[config.mk]
export PLATFORM = sky130hd
export DESIGN_NAME = mic1_run_control
export DESIGN_NICKNAME = d
export VERILOG_FILES = /design/src/rtl/mic1_run_control.sv
export SDC_FILE = /design/constraint.sdc
export NUM_CORES = 1
export LEC_CHECK = 0
export BUFFER_PORTS_ARGS = -buffer_cell sky130_fd_sc_hd__buf_2
export CORE_ASPECT_RATIO = 0.8
export CORE_UTILIZATION = 51
export CTS_CLUSTER_DIAMETER = 30
export DETAILED_ROUTE_END_ITERATION = 8
export PLACE_DENSITY = 0.87
export SETUP_SLACK_MARGIN = 0.2
export SYNTH_ARGS = -nofsm -noshare
export SYNTH_HDL_FRONTEND = slang
export SYNTH_SLANG_ARGS = --single-unit
[constraint.sdc]
create_clock -name clk -period 3.9 [get_ports clk]
set_input_delay 0.585 -clock clk [delete_from_list [all_inputs] [get_ports clk]]
set_output_delay 0.585 -clock clk [all_outputs]
set_load 0.05 [all_outputs]
[src/rtl/mic1_run_control.sv]
`default_nettype none
// ============================================================================
// mic1_run_control : run/step/stop gate for mic1_soc with PC breakpoints
// Rev 1.0
// ============================================================================
module mic1_run_control #(
  parameter int STEP_WIDTH      = 8,
  parameter int ADDR_WIDTH      = 32,
  parameter int NUM_BREAKPOINTS = 2,
  parameter int CYCLE_WIDTH     = 32
) (
  input  logic                                  clk,
  input  logic                                  reset,
  input  logic                                  btn_run,
  input  logic                                  btn_step,
  input  logic                                  btn_stop,
  input  logic [STEP_WIDTH-1:0]                 step_count,
  input  logic [ADDR_WIDTH-1:0]                 pc,
  input  logic                                  pc_valid,
  input  logic [NUM_BREAKPOINTS*ADDR_WIDTH-1:0] bp_addr,
  input  logic [NUM_BREAKPOINTS-1:0]            bp_enable,
  input  logic                                  cycle_clear,
  output logic                                  run,
  output logic                                  led_idle,
  output logic                                  led_run,
  output logic                                  led_halt,
  output logic [1:0]                            state,
  output logic [NUM_BREAKPOINTS-1:0]            bp_hit,
  output logic [CYCLE_WIDTH-1:0]                cycle_count
);

  localparam logic [1:0] c_IDLE  = 2'd0;
  localparam logic [1:0] c_RUN   = 2'd1;
  localparam logic [1:0] c_STEP  = 2'd2;
  localparam logic [1:0] c_BREAK = 2'd3;

  logic [1:0]                 state_q, state_d;
  logic [STEP_WIDTH-1:0]      step_cnt_q, step_cnt_d;
  logic                       skip_q, skip_d;
  logic                       prev_run_q, prev_step_q;
  logic [NUM_BREAKPOINTS-1:0] bp_hit_q, bp_hit_d;
  logic [CYCLE_WIDTH-1:0]     cycle_q, cycle_d;

  logic                       w_run_edge, w_step_edge, w_any_match;
  logic [NUM_BREAKPOINTS-1:0] w_match;
  logic [STEP_WIDTH-1:0]      w_step_load;

  assign w_run_edge  = btn_run & ~prev_run_q;
  assign w_step_edge = btn_step & ~prev_step_q;
  assign w_step_load = (step_count == '0) ? STEP_WIDTH'(1) : step_count;

  always_comb begin
    w_match = '0;
    for (int i = 0; i < NUM_BREAKPOINTS; i++) begin
      w_match[i] = pc_valid & bp_enable[i] & ~skip_q &
                   (pc == bp_addr[i*ADDR_WIDTH +: ADDR_WIDTH]);
    end
  end

  assign w_any_match = |w_match;

  always_comb begin
    state_d    = state_q;
    step_cnt_d = step_cnt_q;
    bp_hit_d   = bp_hit_q;
    skip_d     = skip_q;
    // Skip suppresses only the first fetch after resuming from a break.
    if (skip_q && pc_valid) skip_d = 1'b0;
    case (state_q)
      c_IDLE: begin
        if (btn_stop) begin
          state_d = c_IDLE;
        end else if (w_step_edge) begin
          state_d    = c_STEP;
          step_cnt_d = w_step_load;
        end else if (w_run_edge) begin
          state_d = c_RUN;
        end
      end
      c_RUN: begin
        if (btn_stop) begin
          state_d = c_IDLE;
        end else if (w_any_match) begin
          state_d  = c_BREAK;
          bp_hit_d = w_match;
        end
      end
      c_STEP: begin
        step_cnt_d = step_cnt_q - STEP_WIDTH'(1);
        if (btn_stop) begin
          state_d    = c_IDLE;
          step_cnt_d = '0;
        end else if (w_any_match) begin
          state_d  = c_BREAK;
          bp_hit_d = w_match;
        end else if (step_cnt_q == STEP_WIDTH'(1)) begin
          state_d = c_IDLE;
        end
      end
      default: begin
        if (btn_stop) begin
          state_d  = c_IDLE;
          bp_hit_d = '0;
        end else if (w_step_edge) begin
          state_d    = c_STEP;
          step_cnt_d = w_step_load;
          bp_hit_d   = '0;
          skip_d     = 1'b1;
        end else if (w_run_edge) begin
          state_d  = c_RUN;
          bp_hit_d = '0;
          skip_d   = 1'b1;
        end
      end
    endcase
  end

  always_comb begin
    cycle_d = cycle_q;
    if (cycle_clear)         cycle_d = '0;
    else if (run && !(&cycle_q)) cycle_d = cycle_q + CYCLE_WIDTH'(1);
  end

  always_ff @(posedge clk) begin
    if (reset) begin
      state_q     <= c_IDLE;
      step_cnt_q  <= '0;
      skip_q      <= 1'b0;
      prev_run_q  <= 1'b1;
      prev_step_q <= 1'b1;
      bp_hit_q    <= '0;
      cycle_q     <= '0;
    end else begin
      state_q     <= state_d;
      step_cnt_q  <= step_cnt_d;
      skip_q      <= skip_d;
      prev_run_q  <= btn_run;
      prev_step_q <= btn_step;
      bp_hit_q    <= bp_hit_d;
      cycle_q     <= cycle_d;
    end
  end

  assign run         = (state_q == c_RUN) || (state_q == c_STEP);
  assign led_idle    = (state_q == c_IDLE);
  assign led_run     = run;
  assign led_halt    = (state_q == c_BREAK);
  assign state       = state_q;
  assign bp_hit      = bp_hit_q;
  assign cycle_count = cycle_q;

endmodule
`default_nettype wire

==> reports/results.txt <==
Minimum clock period: 2.74 ns
Achievable Freq: 0.365 GHz
Worst setup EP type: register
Avg Inst Size Synth: 8.14 um2
Initial antenna violation count: 0
Pre-CTS WS: 1.17 ns
CTS sink cnt: 47
Slew HR: 47.6%
WL met3: 557 um
Met2 wire len: 4.41 mm
Mapped Area: 3170 um2
CTS tree: yes
RR Endpoint: cycle_count[12]
Die Ht: 72.5 um
Pre-antenna DRT Iters: 5
Slowest stage cell on the critical path: a21boi_1
Initial Utilization: 53.3%
Syn Inst Count: 389
Drt via density: 5.44
RR Startpoint: state[1]
Layout cells sized above 1: 31.2%
Post-Layout Cell Count: 617
RSZ-0062 raised after global routing: false
Worst-Margin Slew: 0.782 ns
Clock Skews: 0.0110 ns
IO buf count: 152
Hold Path Depth: 2
Req. time, crit path: 4.08 ns
Clk root buf: clkbuf_8
CTS clk-pin slew, worst paths: 0.09 ns
Wire per inst: 14.2 um
CTS Buffer Depth: 2
Arr. time, crit path: 2.92 ns
Final ANT Viol Nets: 0
Critical path cell sequence: inv_1 > ha_1 > inv_1 > nor2_1 > a21boi_1 > nand3_1 > xor2_1 > nor2_1
Placed Instances: 609
Flop2flop setup slack: 1.16 ns
Cell Pwr Density: 372 nW/um2
Setup TNS: 0 ns
GP Congestion: 0.860
Hold Crit Class: input pin to register
Hold Path End: prev_run_q
Die ar.: 6530 um2
Commonest non-fill, non-tap cell in the layout: buf_2
Final setup viols: 0
Status: complete, no violations
Die Span X: 90.1 um
Main synth FF type: dfxtp_1
Syn nets: 510
Layout Utilization: 69.1%
Hold_sp: btn_run
TritonCTS buffer count: 5
GRT Residual Overflow: 0
Routed Wire Length: 8.78 mm
H-tree Lvls: 2
Crit-path max FO: 18
CTS resizes: 0
Fin. Hold Viols: 0
Diodes inserted: 0
Final worst slack: 1.16 ns
Pins Over Slew Limit: 0
R2R depth: 8
First-pass GRT wire length: 14.4 mm
Post-synth EDFFs: 0
Largest net degree at the start of global routing: 33
Synth Warn #: 0
DR top layer: met4
Met1 WL: 3.62 mm
Peak supply drop: 222 uV
Asr flop ratio synth: 0%
Leak: 1.90 nW
Dpl hpwl: 7.10 mm
Worst setup path class: register to register
Distinct cells, synth: 41
First DRT Iteration DRCs: 149
Clock insertion delay at the later pin of the skew report: 0.31 ns
Nets: 656
Sequential area share after synthesis: 29.7%
IO Count: 153
Register bit total from synthesis: 47
Rows: 25
Worst Setup Start Kind: register
Total number of vias: 3,355
P&R area growth vs syn: 29.7%
Max-Cap Viols: 0
Most frequent cells in the layout: buf_2, xor2_1, nor2_1, dfxtp_1, nand4_1
Residual DRC: 0
Largest stage delay, worst path: 0.62 ns
Ratio of final minimum period to clock period: 70.3%
# hold bufs at CTS: 0
Post-CTS setup buffer count: 0
Vias in the first global route: 3,228
Core area: 5940 um2
Total GRT Usage: 27.3%
report_power, final:
group / internal [W] / leakage [nW] / total, W / switching [W]
clock: 0.000256 / 0.0654 / 0.000428 / 0.000171
sequential: 0.000507 / 0.380 / 0.000541 / 0.0000343
combinational: 0.000199 / 1.45 / 0.000560 / 0.000361
per-layer routing:
metal	vias up	GRT usage, %
met2	143	48.9
met1	1542	32.5
met3	20	5.24
met5	-	0
li1	1650	-
met4	0	11.5
worst max path at each step:
stage | start | endpoint | slack (ns) | depth (start not counted)
after global placement | state[0] | cycle_count[10] | 1.32 | 8
after CTS | state[1] | cycle_count[22] | 1.15 | 8
after detailed placement | state[1] | cycle_count[22] | 1.17 | 8
after floorplan | state[0] | cycle_count[10] | 1.06 | 8
after global routing | state[1] | cycle_count[12] | 0.82 | 8
final | state[1] | cycle_count[12] | 1.16 | 8
per-stage QoR:
| stage | cell area (um2) | power (W) | hold WS (ns) |
|---|---|---|---|
| after global placement | 3970 | 0.00108 | 0.456 |
| after detailed placement | 3970 | 0.00110 | 0.464 |
| after CTS | 4110 | 0.00153 | 0.472 |
| after global routing | 4110 | 0.00160 | 0.478 |
| after floorplan | 3170 | 0.000943 | 0.439 |
| final | 4110 | 0.00153 | 0.473 |
critical path, delay by kind of cell (launching register included):
family | cells | cell delay, ns
AOI/OAI and AO/OA | 1 | 0.62
xor gates and xnor gates | 1 | 0.16
buffers and inverters | 2 | 0.32
adders and majority gates | 1 | 0.60
DFF | 1 | 0.43
and+or+nand+nor | 3 | 0.48
registers in the layout (all words and copies together) (netlist names):
| name | flops |
|---|---|
| prev_step_q | 1 |
| prev_run_q | 1 |
| step_cnt_q | 8 |
| skip_q | 1 |
| state | 2 |
| cycle_count | 32 |
| bp_hit | 2 |
layout make-up:
class | count | area [um2]
Timing Repair Buffer | 152 | 761
Clock buffer | 6 | 72.6
Fill cell | 484 | 1840
Inverter | 16 | 60.1
Multi-Input combinational cell | 313 | 2110
Tap cell | 81 | 101
Clock inverter | 2 | 60.1
Sequential cell | 47 | 941
synthesized netlist by cell type, types with 5 or more instances:
cell type,count,area (um2)
and4_1,7,61.3
inv_1,16,60.1
nand3_1,16,80.1
xor2_1,86,753
nor2_1,50,188
dfxtp_1,47,941
o21ai_0,15,75.1
xnor2_1,7,61.3
clkbuf_1,11,41.3
nand2b_1,5,31.3
and3_1,7,43.8
a22oi_1,5,37.5
nor4_1,17,106
nor3_1,12,60.1
nand2_1,15,56.3
ha_1,8,100
a21oi_1,9,45.0
nand4_1,18,113
cell families (layout without fill, tap and decap cells):
group	Yosys count	count (layout)	share of synthesized area (%)
compound gates	42	42	8.46
xor+xnor	93	93	25.7
fa+ha+maj	8	8	3.16
buf+inv	29	176	3.60
flops	47	47	29.7
mux	1	1	0.316
simple gates	169	169	29.0
Power figures use the tool's default switching activity.
